--- config.mk ---
export PLATFORM = sky130hd
export DESIGN_NAME = qeciphy_mmcm_rst_ctrl
export DESIGN_NICKNAME = d
export VERILOG_FILES = /design/src/rtl/qeciphy_pkg.sv /design/src/rtl/qeciphy_sync_2ff.sv /design/src/rtl/qeciphy_mmcm_rst_ctrl.sv
export SDC_FILE = /design/constraint.sdc
export NUM_CORES = 1
export LEC_CHECK = 0
export ABC_CLOCK_PERIOD_IN_PS = 3300
export CORE_MARGIN = 10
export CORE_UTILIZATION = 61
export DETAILED_ROUTE_END_ITERATION = 8
export PLACE_DENSITY = 0.77
export SKIP_CTS_REPAIR_TIMING = 1
export SYNTH_ARGS = -nofsm -noshare
export SYNTH_HDL_FRONTEND = slang
export SYNTH_HIERARCHICAL = 1
export SYNTH_SLANG_ARGS = --single-unit
--- constraint.sdc ---
create_clock -name clk -period 3.3 [get_ports clk]
set_input_delay 0.66 -clock clk [delete_from_list [all_inputs] [get_ports clk]]
set_output_delay 0.66 -clock clk [all_outputs]
set_load 0.1 [all_outputs]
--- src/rtl/qeciphy_pkg.sv ---
// Shared definitions for the QECIPHY MMCM reset controller: FSM state
// encoding and default timing parameters.
package qeciphy_pkg;

  typedef enum logic [1:0] {
    ST_RESET  = 2'd0,
    ST_SETTLE = 2'd1,
    ST_READY  = 2'd2,
    ST_FAULT  = 2'd3
  } mmcm_state_e;

  localparam int unsigned DEF_RESET_CYCLES  = 64;
  localparam int unsigned DEF_SETTLE_CYCLES = 1024;
  localparam int unsigned DEF_HB_TIMEOUT    = 256;
  localparam int unsigned DEF_MAX_RETRIES   = 3;

endpackage

--- src/rtl/qeciphy_sync_2ff.sv ---
// Two-flop synchroniser bringing a single asynchronous bit into the clk domain.
module qeciphy_sync_2ff (
  input  logic clk,
  input  logic rst,
  input  logic d,
  output logic q
);

  logic meta_q;
  logic sync_q;

  always_ff @(posedge clk) begin
    if (rst) begin
      meta_q <= 1'b0;
      sync_q <= 1'b0;
    end else begin
      meta_q <= d;
      sync_q <= meta_q;
    end
  end

  assign q = sync_q;

endmodule

--- src/rtl/qeciphy_mmcm_rst_ctrl.sv ---
// MMCM reset sequencer: holds the MMCM in reset, waits for stable output,
// then supervises the output heartbeat and retries on failure up to a limit.
module qeciphy_mmcm_rst_ctrl
  import qeciphy_pkg::*;
#(
  parameter int unsigned RESET_CYCLES  = DEF_RESET_CYCLES,
  parameter int unsigned SETTLE_CYCLES = DEF_SETTLE_CYCLES,
  parameter int unsigned HB_TIMEOUT    = DEF_HB_TIMEOUT,
  parameter int unsigned MAX_RETRIES   = DEF_MAX_RETRIES
) (
  input  logic       clk,
  input  logic       rst,
  input  logic       input_clk_stopped,
  input  logic       clk_out_hb,
  input  logic       restart_req,
  output logic       mmcm_reset,
  output logic       clk_ready,
  output logic       fault,
  output logic [1:0] state
);

  localparam int unsigned RW = $clog2(RESET_CYCLES + 1);
  localparam int unsigned SW = $clog2(SETTLE_CYCLES + 1);
  localparam int unsigned TW = $clog2(4 * SETTLE_CYCLES + 1);
  localparam int unsigned HW = $clog2(HB_TIMEOUT + 1);
  localparam int unsigned YW = $clog2(MAX_RETRIES + 2);

  localparam logic [RW-1:0] RST_LAST   = RW'(RESET_CYCLES - 1);
  localparam logic [SW-1:0] SETTLE_MAX = SW'(SETTLE_CYCLES);
  localparam logic [TW-1:0] TOT_LAST   = TW'(4 * SETTLE_CYCLES - 1);
  localparam logic [TW-1:0] TOT_MAX    = TW'(4 * SETTLE_CYCLES);
  localparam logic [HW-1:0] HB_MAX     = HW'(HB_TIMEOUT);
  localparam logic [YW-1:0] RETRY_LIM  = YW'(MAX_RETRIES);
  localparam logic [YW-1:0] RETRY_MAX  = YW'(MAX_RETRIES + 1);

  logic stopped_s;
  logic hb_s;
  logic hb_edge;

  mmcm_state_e   state_q, state_d;
  logic [RW-1:0] rst_cnt_q, rst_cnt_d;
  logic [SW-1:0] settle_cnt_q, settle_cnt_d;
  logic [TW-1:0] settle_tot_q, settle_tot_d;
  logic [HW-1:0] hb_cnt_q, hb_cnt_d;
  logic [YW-1:0] retry_q, retry_d;
  logic          hb_prev_q, hb_seen_q, hb_seen_d;
  logic          mmcm_reset_q, clk_ready_q, fault_q;
  logic          attempt_fail;
  logic          new_attempt;

  qeciphy_sync_2ff u_sync_stopped (
    .clk (clk),
    .rst (rst),
    .d   (input_clk_stopped),
    .q   (stopped_s)
  );

  qeciphy_sync_2ff u_sync_hb (
    .clk (clk),
    .rst (rst),
    .d   (clk_out_hb),
    .q   (hb_s)
  );

  assign hb_edge = hb_s ^ hb_prev_q;

  always_comb begin
    state_d      = state_q;
    retry_d      = retry_q;
    attempt_fail = 1'b0;

    case (state_q)
      ST_RESET:  if (rst_cnt_q == RST_LAST) state_d = ST_SETTLE;
      ST_SETTLE: begin
        if (settle_cnt_q == SETTLE_MAX && hb_seen_q) state_d = ST_READY;
        else if (settle_tot_q == TOT_LAST)           attempt_fail = 1'b1;
      end
      ST_READY:  if (stopped_s || hb_cnt_q == HB_MAX) attempt_fail = 1'b1;
      ST_FAULT:  state_d = ST_FAULT;
      default:   state_d = ST_RESET;
    endcase

    if (attempt_fail) begin
      state_d = (retry_q >= RETRY_LIM) ? ST_FAULT : ST_RESET;
      retry_d = (retry_q == RETRY_MAX) ? retry_q : retry_q + 1'b1;
    end
    if (state_d == ST_READY && state_q != ST_READY) retry_d = '0;
    if (restart_req) begin
      state_d = ST_RESET;
      retry_d = '0;
    end

    // Per-state counters run only while the FSM stays put; any transition or restart zeroes them.
    new_attempt  = restart_req || (state_d != state_q);
    rst_cnt_d    = '0;
    settle_cnt_d = '0;
    settle_tot_d = '0;
    hb_seen_d    = 1'b0;
    hb_cnt_d     = '0;
    if (!new_attempt) begin
      if (state_q == ST_RESET)
        rst_cnt_d = (rst_cnt_q == RST_LAST) ? rst_cnt_q : rst_cnt_q + 1'b1;
      if (state_q == ST_SETTLE) begin
        if (stopped_s)                      settle_cnt_d = '0;
        else if (settle_cnt_q == SETTLE_MAX) settle_cnt_d = settle_cnt_q;
        else                                 settle_cnt_d = settle_cnt_q + 1'b1;
        settle_tot_d = (settle_tot_q == TOT_MAX) ? settle_tot_q : settle_tot_q + 1'b1;
        hb_seen_d    = hb_seen_q | hb_edge;
      end
      if (state_q == ST_READY) begin
        if (hb_edge)                 hb_cnt_d = '0;
        else if (hb_cnt_q == HB_MAX) hb_cnt_d = hb_cnt_q;
        else                         hb_cnt_d = hb_cnt_q + 1'b1;
      end
    end
  end

  always_ff @(posedge clk) begin
    if (rst) begin
      state_q      <= ST_RESET;
      rst_cnt_q    <= '0;
      settle_cnt_q <= '0;
      settle_tot_q <= '0;
      hb_cnt_q     <= '0;
      retry_q      <= '0;
      hb_prev_q    <= 1'b0;
      hb_seen_q    <= 1'b0;
      mmcm_reset_q <= 1'b1;
      clk_ready_q  <= 1'b0;
      fault_q      <= 1'b0;
    end else begin
      state_q      <= state_d;
      rst_cnt_q    <= rst_cnt_d;
      settle_cnt_q <= settle_cnt_d;
      settle_tot_q <= settle_tot_d;
      hb_cnt_q     <= hb_cnt_d;
      retry_q      <= retry_d;
      hb_prev_q    <= hb_s;
      hb_seen_q    <= hb_seen_d;
      mmcm_reset_q <= (state_d == ST_RESET) || (state_d == ST_FAULT);
      clk_ready_q  <= (state_d == ST_READY);
      fault_q      <= (state_d == ST_FAULT);
    end
  end

  assign mmcm_reset = mmcm_reset_q;
  assign clk_ready  = clk_ready_q;
  assign fault      = fault_q;
  assign state      = state_q;

endmodule

== After elaboration in Yosys (flattened, before gate mapping) ==
Index checks and enable logic that the tools add are counted.

* Input bits: 5
* Word-level logic and storage cells: 64
* Output and inout port bits: 5
* Bits in registers: 54

* Add/subtract/negate cells: 5
* Multiplexer cells: 10
* $lt $le $gt $ge: 1
* Reduce and logical (&&, ||, !) cells: 13
* Bitwise gates (word level): 6
* Equality and inequality tests: 14

{| class="wikitable"
|+ Operators by type and width
! kind !! number
|-
| 13-bit by 1-bit adder with 13-bit output (second input constant) || 1
|-
| 13-bit by 12-bit == test with 1-bit output (second input constant) || 1
|-
| 13-bit == test (second input constant) || 1
|-
| 11-bit by 1-bit adder with 11-bit output (second input constant) || 1
|-
| 11-bit == test (second input constant) || 1
|-
| 2-bit == test (second input constant) || 5
|-
| 2-bit two-way mux || 5
|-
| 9-bit by 1-bit adder with 9-bit output (second input constant) || 1
|-
| 9-bit == test (second input constant) || 1
|-
| 3-bit OR reduction || 3
|-
| 4-bit OR reduction || 2
|-
| 7-bit by 1-bit adder with 7-bit output (second input constant) || 1
|-
| 7-bit by 6-bit == test with 1-bit output (second input constant) || 1
|-
| 2-bit one-hot mux with 3 select lines || 1
|-
| 2-bit zero test || 2
|-
| 1-bit inverter || 4
|-
| 3-bit by 1-bit adder with 3-bit output (second input constant) || 1
|-
| 3-bit == test (second input constant) || 1
|-
| 3-bit by 2-bit >= comparator with 1-bit output (second input constant) || 1
|-
| 1-bit logical OR || 3
|-
| 1-bit two-way mux || 3
|-
| 2-bit by 1-bit == test with 1-bit output (second input constant) || 1
|-
| 1-bit logical AND || 2
|-
| 2-bit != test || 1
|-
| 5 further kinds || 5
|}

== Longest topological paths before layout ==
* Depth in word-level cells: 9
* Mapped depth: 11
* Gate-level depth less buffers: 10

== Cells and area by module ==
The synthesis kept the hierarchy.

{| class="wikitable"
|+ By module, submodules not included
! module !! instances !! cells an instance !! area an instance (µm²) !! seq. area each (µm²)
|-
| qeciphy_mmcm_rst_ctrl || 1 || 291 || 2,864.0 || 1,001.0
|-
| qeciphy_sync_2ff || 2 || 4 || 52.6 || 40.0
|}

== Worst setup path after synthesis ==
Ideal clock, no wire load.

* Path kind: register to register
* From: reg state_q[1] (netlist: state[1])
* To: reg hb_seen_q
* Required time: 3.197 ns
* Arrival: 3.199 ns
* Cell stages (with the launch flop): 10
* Setup time: 0.103 ns
* Path slack: -0.003 ns
* Period minus slack after synthesis: 3.303 ns
* Path buffers: 1
* Path through: dfxtp_1 > inv_1 > ha_1 > nand4b_1 > or4_1 > and2_1 > a21o_2 > xnor2_2 > buf_4 > a2111oi_2

* Longest elaborated chain between the ends: 7

{| class="wikitable"
|+ Ends and longest elaborated chain
! what !! RTL line !! text
|-
| start: declaration || qeciphy_mmcm_rst_ctrl.sv:40 || <nowiki>mmcm_state_e state_q, state_d;</nowiki>
|-
| start signal: assignment || qeciphy_mmcm_rst_ctrl.sv:132 || <nowiki>state_q <= state_d;</nowiki>
|-
| 2-bit == test, or another cell as far along || qeciphy_mmcm_rst_ctrl.sv:72 || <nowiki>case (state_q)</nowiki>
|-
| 2-bit one-hot mux with 3 select lines / 1-bit one-hot mux with 2 select lines (equally long branches) || qeciphy_mmcm_rst_ctrl.sv:72 ||
|-
| 2-bit two-way mux || qeciphy_mmcm_rst_ctrl.sv:83 || <nowiki>if (attempt_fail) begin</nowiki>
|-
| 2-bit two-way mux || qeciphy_mmcm_rst_ctrl.sv:88 || <nowiki>if (restart_req) begin</nowiki>
|-
| 2-bit != test || qeciphy_mmcm_rst_ctrl.sv:94 || <nowiki>new_attempt = restart_req || (state_d != state_q);</nowiki>
|-
| 1-bit logical OR || qeciphy_mmcm_rst_ctrl.sv:94 ||
|-
| 3-bit OR reduction (no line) * || -- ||
|-
| end signal: assignment || qeciphy_mmcm_rst_ctrl.sv:139 || <nowiki>hb_seen_q <= hb_seen_d;</nowiki>
|-
| end: declaration || qeciphy_mmcm_rst_ctrl.sv:46 || <nowiki>logic hb_prev_q, hb_seen_q, hb_seen_d;</nowiki>
|}

Every way passes the cells marked *; elsewhere a longest branch is shown, timed or not.
A chain may end at the register's enable or synchronous reset.

== Worst setup path after layout ==
* From: reg settle_tot_q[3]
* To: reg settle_tot_q[0]

* Longest elaborated chain between the ends: 9

{| class="wikitable"
|+ Ends and longest elaborated chain
! what !! RTL line !! text
|-
| start: declaration || qeciphy_mmcm_rst_ctrl.sv:43 || <nowiki>logic [TW-1:0] settle_tot_q, settle_tot_d;</nowiki>
|-
| start signal: assignment || qeciphy_mmcm_rst_ctrl.sv:135 || <nowiki>settle_tot_q <= settle_tot_d;</nowiki>
|-
| 13-bit by 12-bit == test with 1-bit output || qeciphy_mmcm_rst_ctrl.sv:76 || <nowiki>else if (settle_tot_q == TOT_LAST) attempt_fail = 1'b1;</nowiki>
|-
| 1-bit two-way mux || qeciphy_mmcm_rst_ctrl.sv:76 ||
|-
| 1-bit two-way mux || qeciphy_mmcm_rst_ctrl.sv:75 || <nowiki>if (settle_cnt_q == SETTLE_MAX && hb_seen_q) state_d = ST_READY;</nowiki>
|-
| 1-bit one-hot mux with 2 select lines || qeciphy_mmcm_rst_ctrl.sv:72 ||
|-
| 2-bit two-way mux || qeciphy_mmcm_rst_ctrl.sv:83 ||
|-
| 2-bit two-way mux || qeciphy_mmcm_rst_ctrl.sv:88 ||
|-
| 2-bit != test || qeciphy_mmcm_rst_ctrl.sv:94 ||
|-
| 1-bit logical OR || qeciphy_mmcm_rst_ctrl.sv:94 ||
|-
| 3-bit OR reduction (no line) || -- ||
|}

Several ways; a longest one is shown, not always the timed one.

==> flow_metrics.env <==
export IMPL_worst_hold_startpoint="u_sync_stopped/meta_q$_SDFF_PP0_"
export IMPL_drtAntennaViolNets=0
export IMPL_ys_async_sr_fraction_pct=0
export IMPL_worstPathArrival_ns=3.26
export IMPL_die_h_um=89.77
export IMPL_place_worst_setup_slack_ns=0.1565
export IMPL_clock_path_buffers=2
export IMPL_hold_viol_final=0
export IMPL_min_period_ns=3.059
export IMPL_cts_sinks=54
export IMPL_nNetsFinal=335
export IMPL_hold_path_class="reg -> reg"
export IMPL_syn_cell_area_um2=2969
export IMPL_dieArea_um2=8058
export IMPL_cap_violations=0
export IMPL_drive_gt1_share_pct=23.89
export IMPL_powerDensity_nw_per_um2=341.4
export IMPL_final_util_pct=68.98
export IMPL_slowest_delay_ns=0.62
export IMPL_clock_latency_ns=0.31
export IMPL_min_period_over_period_pct=92.70
export IMPL_clockRootBuffer="clkbuf_8"
export IMPL_cpMaxStageDelayCell="xnor2_4"
export IMPL_tightest_slew_ns=0.7629
export IMPL_syn_instance_count=299
export IMPL_area_growth_pct=9.734
export IMPL_num_io_pins=10
export IMPL_cp_end_kind="flop"
export IMPL_drtPass1Iterations=4
export IMPL_power_leakage_uw=0.001027
export IMPL_critPathKind="reg -> reg"
export IMPL_layout_common_cells="53 x dfxtp_1, 35 x nor4_2, 23 x nand2_1"
export IMPL_grt_first_pass_wirelength_mm=9.328
export IMPL_cts_buffers=5
export IMPL_num_rows=25
export IMPL_routedWlPerCell_um=13.89
export IMPL_antenna_found_initial=0
export IMPL_p_sw_uw=224.7
export IMPL_required_ns=3.50
export IMPL_core_region_area_um2=4723
export IMPL_peakVddDrop_mv=0.2308
export IMPL_synth_avg_cell_area_um2=9.930
export IMPL_setup_worst_path_start="settle_tot_q[3]$_SDFFE_PP0P_"
export IMPL_fmax_mhz=326.9
export IMPL_track_usage_pct=13.26
export IMPL_gp_congestion=0.8209
export IMPL_path_cells="and4_1, nand4_2, or4_1, and2_1, a21o_2, xnor2_4, buf_12, nor4_1"
export IMPL_drv_slew=0
export IMPL_start_util_pct=62.86
export IMPL_tns_ns=0
export IMPL_p_seq_share_pct=59.0
export IMPL_num_vias=2109
export IMPL_drt_initial_drc_count=90
export IMPL_pwr_share_comb_pct=1.7
export IMPL_clock_skew_ns=0.005603
export IMPL_ys_types=45
export IMPL_synthFlopType="dfxtp_1"
export IMPL_ctsHtreeMaxLevel=2
export IMPL_via_per_inst=5.535
export IMPL_routed_wl_mm=5.293
export IMPL_netSwitchingFraction_pct=20.20
export IMPL_die_x_um=89.77
export IMPL_nFillCells=373
export IMPL_clkSlewWorstSetupHoldPaths_ns=0.09
export IMPL_grt_pass1_vias=2004
export IMPL_grt_overflow_total=0
export IMPL_final_common_cell="dfxtp_1"
export IMPL_reg2reg_from="settle_tot_q[3]$_SDFFE_PP0P_"
export IMPL_intPower_uw=887.6
export IMPL_n_antenna_cell=0
export IMPL_clkPwrFrac_pct=39.3
export IMPL_grt_max_degree=26
export IMPL_ys_warn_count=6
export IMPL_drc=0
export IMPL_finalWorstSetupSlack_ns=0.2409
export IMPL_grt_setup_unrepaired="false"
export IMPL_seq_area_frac_synth_pct=36.41
export IMPL_setup_viol=0
export IMPL_slew_headroom_pct=49.14
export IMPL_tritoncts="yes"
export IMPL_crit_path_max_fanout=25
export IMPL_synth_nets=321
export IMPL_ys_ff_latch=54
export IMPL_portBuffers=9
export IMPL_dp_hpwl_mm=3.803
export IMPL_synth_edf_count=0
export IMPL_cp_start_kind="flop"
export IMPL_status="complete, no violations"
==> routing by layer <==
layer | share of wire, % | GRT usage [%] | vias up
met5 | 0 | 0 | -
met4 | 1.5 | 4.852 | 0
met3 | 2.8 | 2.743 | 5
met2 | 49 | 21.79 | 26
met1 | 46 | 16.60 | 992
li1 | - | - | 1086
==> synthesized netlist by cell type, drive strengths merged (7+ instances only) <==
library cell / number / share of area [%]
inv: 17 / 2.1
buf: 8 / 2.5
nand2: 23 / 2.9
nor4: 42 / 17
xor2: 16 / 4.7
dfxtp: 54 / 36
xnor2: 17 / 5.9
nor2b: 7 / 1.5
nor2: 20 / 2.5
o21ai: 10 / 1.7
nand3: 17 / 2.9
ha: 17 / 7.2
==> flip-flops by register name, indices dropped and copies added, names as in the netlist, 2 cells and up <==
signal,count
retry_q,3
state,2
rst_cnt_q,7
settle_cnt_q,11
settle_tot_q,13
hb_cnt_q,9
==> cell type report <==
type | instances | area, µm² | share of cell area [%]
clock inverters | 3 | 40.04 | 1.229
inverters | 19 | 72.57 | 2.227
multi-input cells | 215 | 1740 | 53.42
clock buffers | 5 | 68.82 | 2.112
repair buffers | 18 | 170.2 | 5.223
flip-flops and latches | 54 | 1082 | 33.22
well taps | 67 | 83.83 | 2.573
==> per-stage QoR <==
stage               hold slack, ns  power (µW)  cells  instance area [µm²]
floorplan                   0.4138       680.5    299                 2970
global placement            0.4181       690.1    370                 3127
detailed placement          0.4305       690.5    370                 3127
CTS                         0.4539        1121    378                 3236
global route                0.4611        1146    381                 3258
finish                      0.4517        1112    381                 3258
==> final timing paths <==
path	cells past startpoint	to	slack (ns)
setup / recovery	8	settle_tot_q[0]$_SDFFE_PP0P_	0.24
hold / removal	1	u_sync_stopped/q$_SDFF_PP0_	0.45
setup reg to reg	8	settle_tot_q[0]$_SDFFE_PP0P_	0.24
hold reg to reg	1	u_sync_stopped/q$_SDFF_PP0_	0.45
==> power groups by stage <==
stage	Combinational, µW	Clock [µW]	Sequential [µW]
6_report	18.6	437	657
5_1_grt	20.8	468	657
4_1_cts	18.7	446	657
3_5_place_dp	18.6	0	672
3_3_place_gp	18.3	0	672
2_1_floorplan	9.00	0	671
==> cells by family after synthesis <==
| kind of cell | count (synthesis) | share of synthesized area, % |
|---|---|---|
| compound gates | 25 | 5.984 |
| xor+xnor | 33 | 10.62 |
| fa+ha+maj | 17 | 7.164 |
| buf+inv | 30 | 5.351 |
| flops | 54 | 36.41 |
| mux | 5 | 1.812 |
| simple gates | 135 | 32.66 |
==> critical path: cells and delay by family (launching register included) <==
family / cells / cell delay [ns]
compound gates: 1 / 0.26
xor+xnor: 1 / 0.62
buf+inv: 1 / 0.29
flops: 1 / 0.42
simple gates: 5 / 1.36
(Power assumes the default switching activity.)
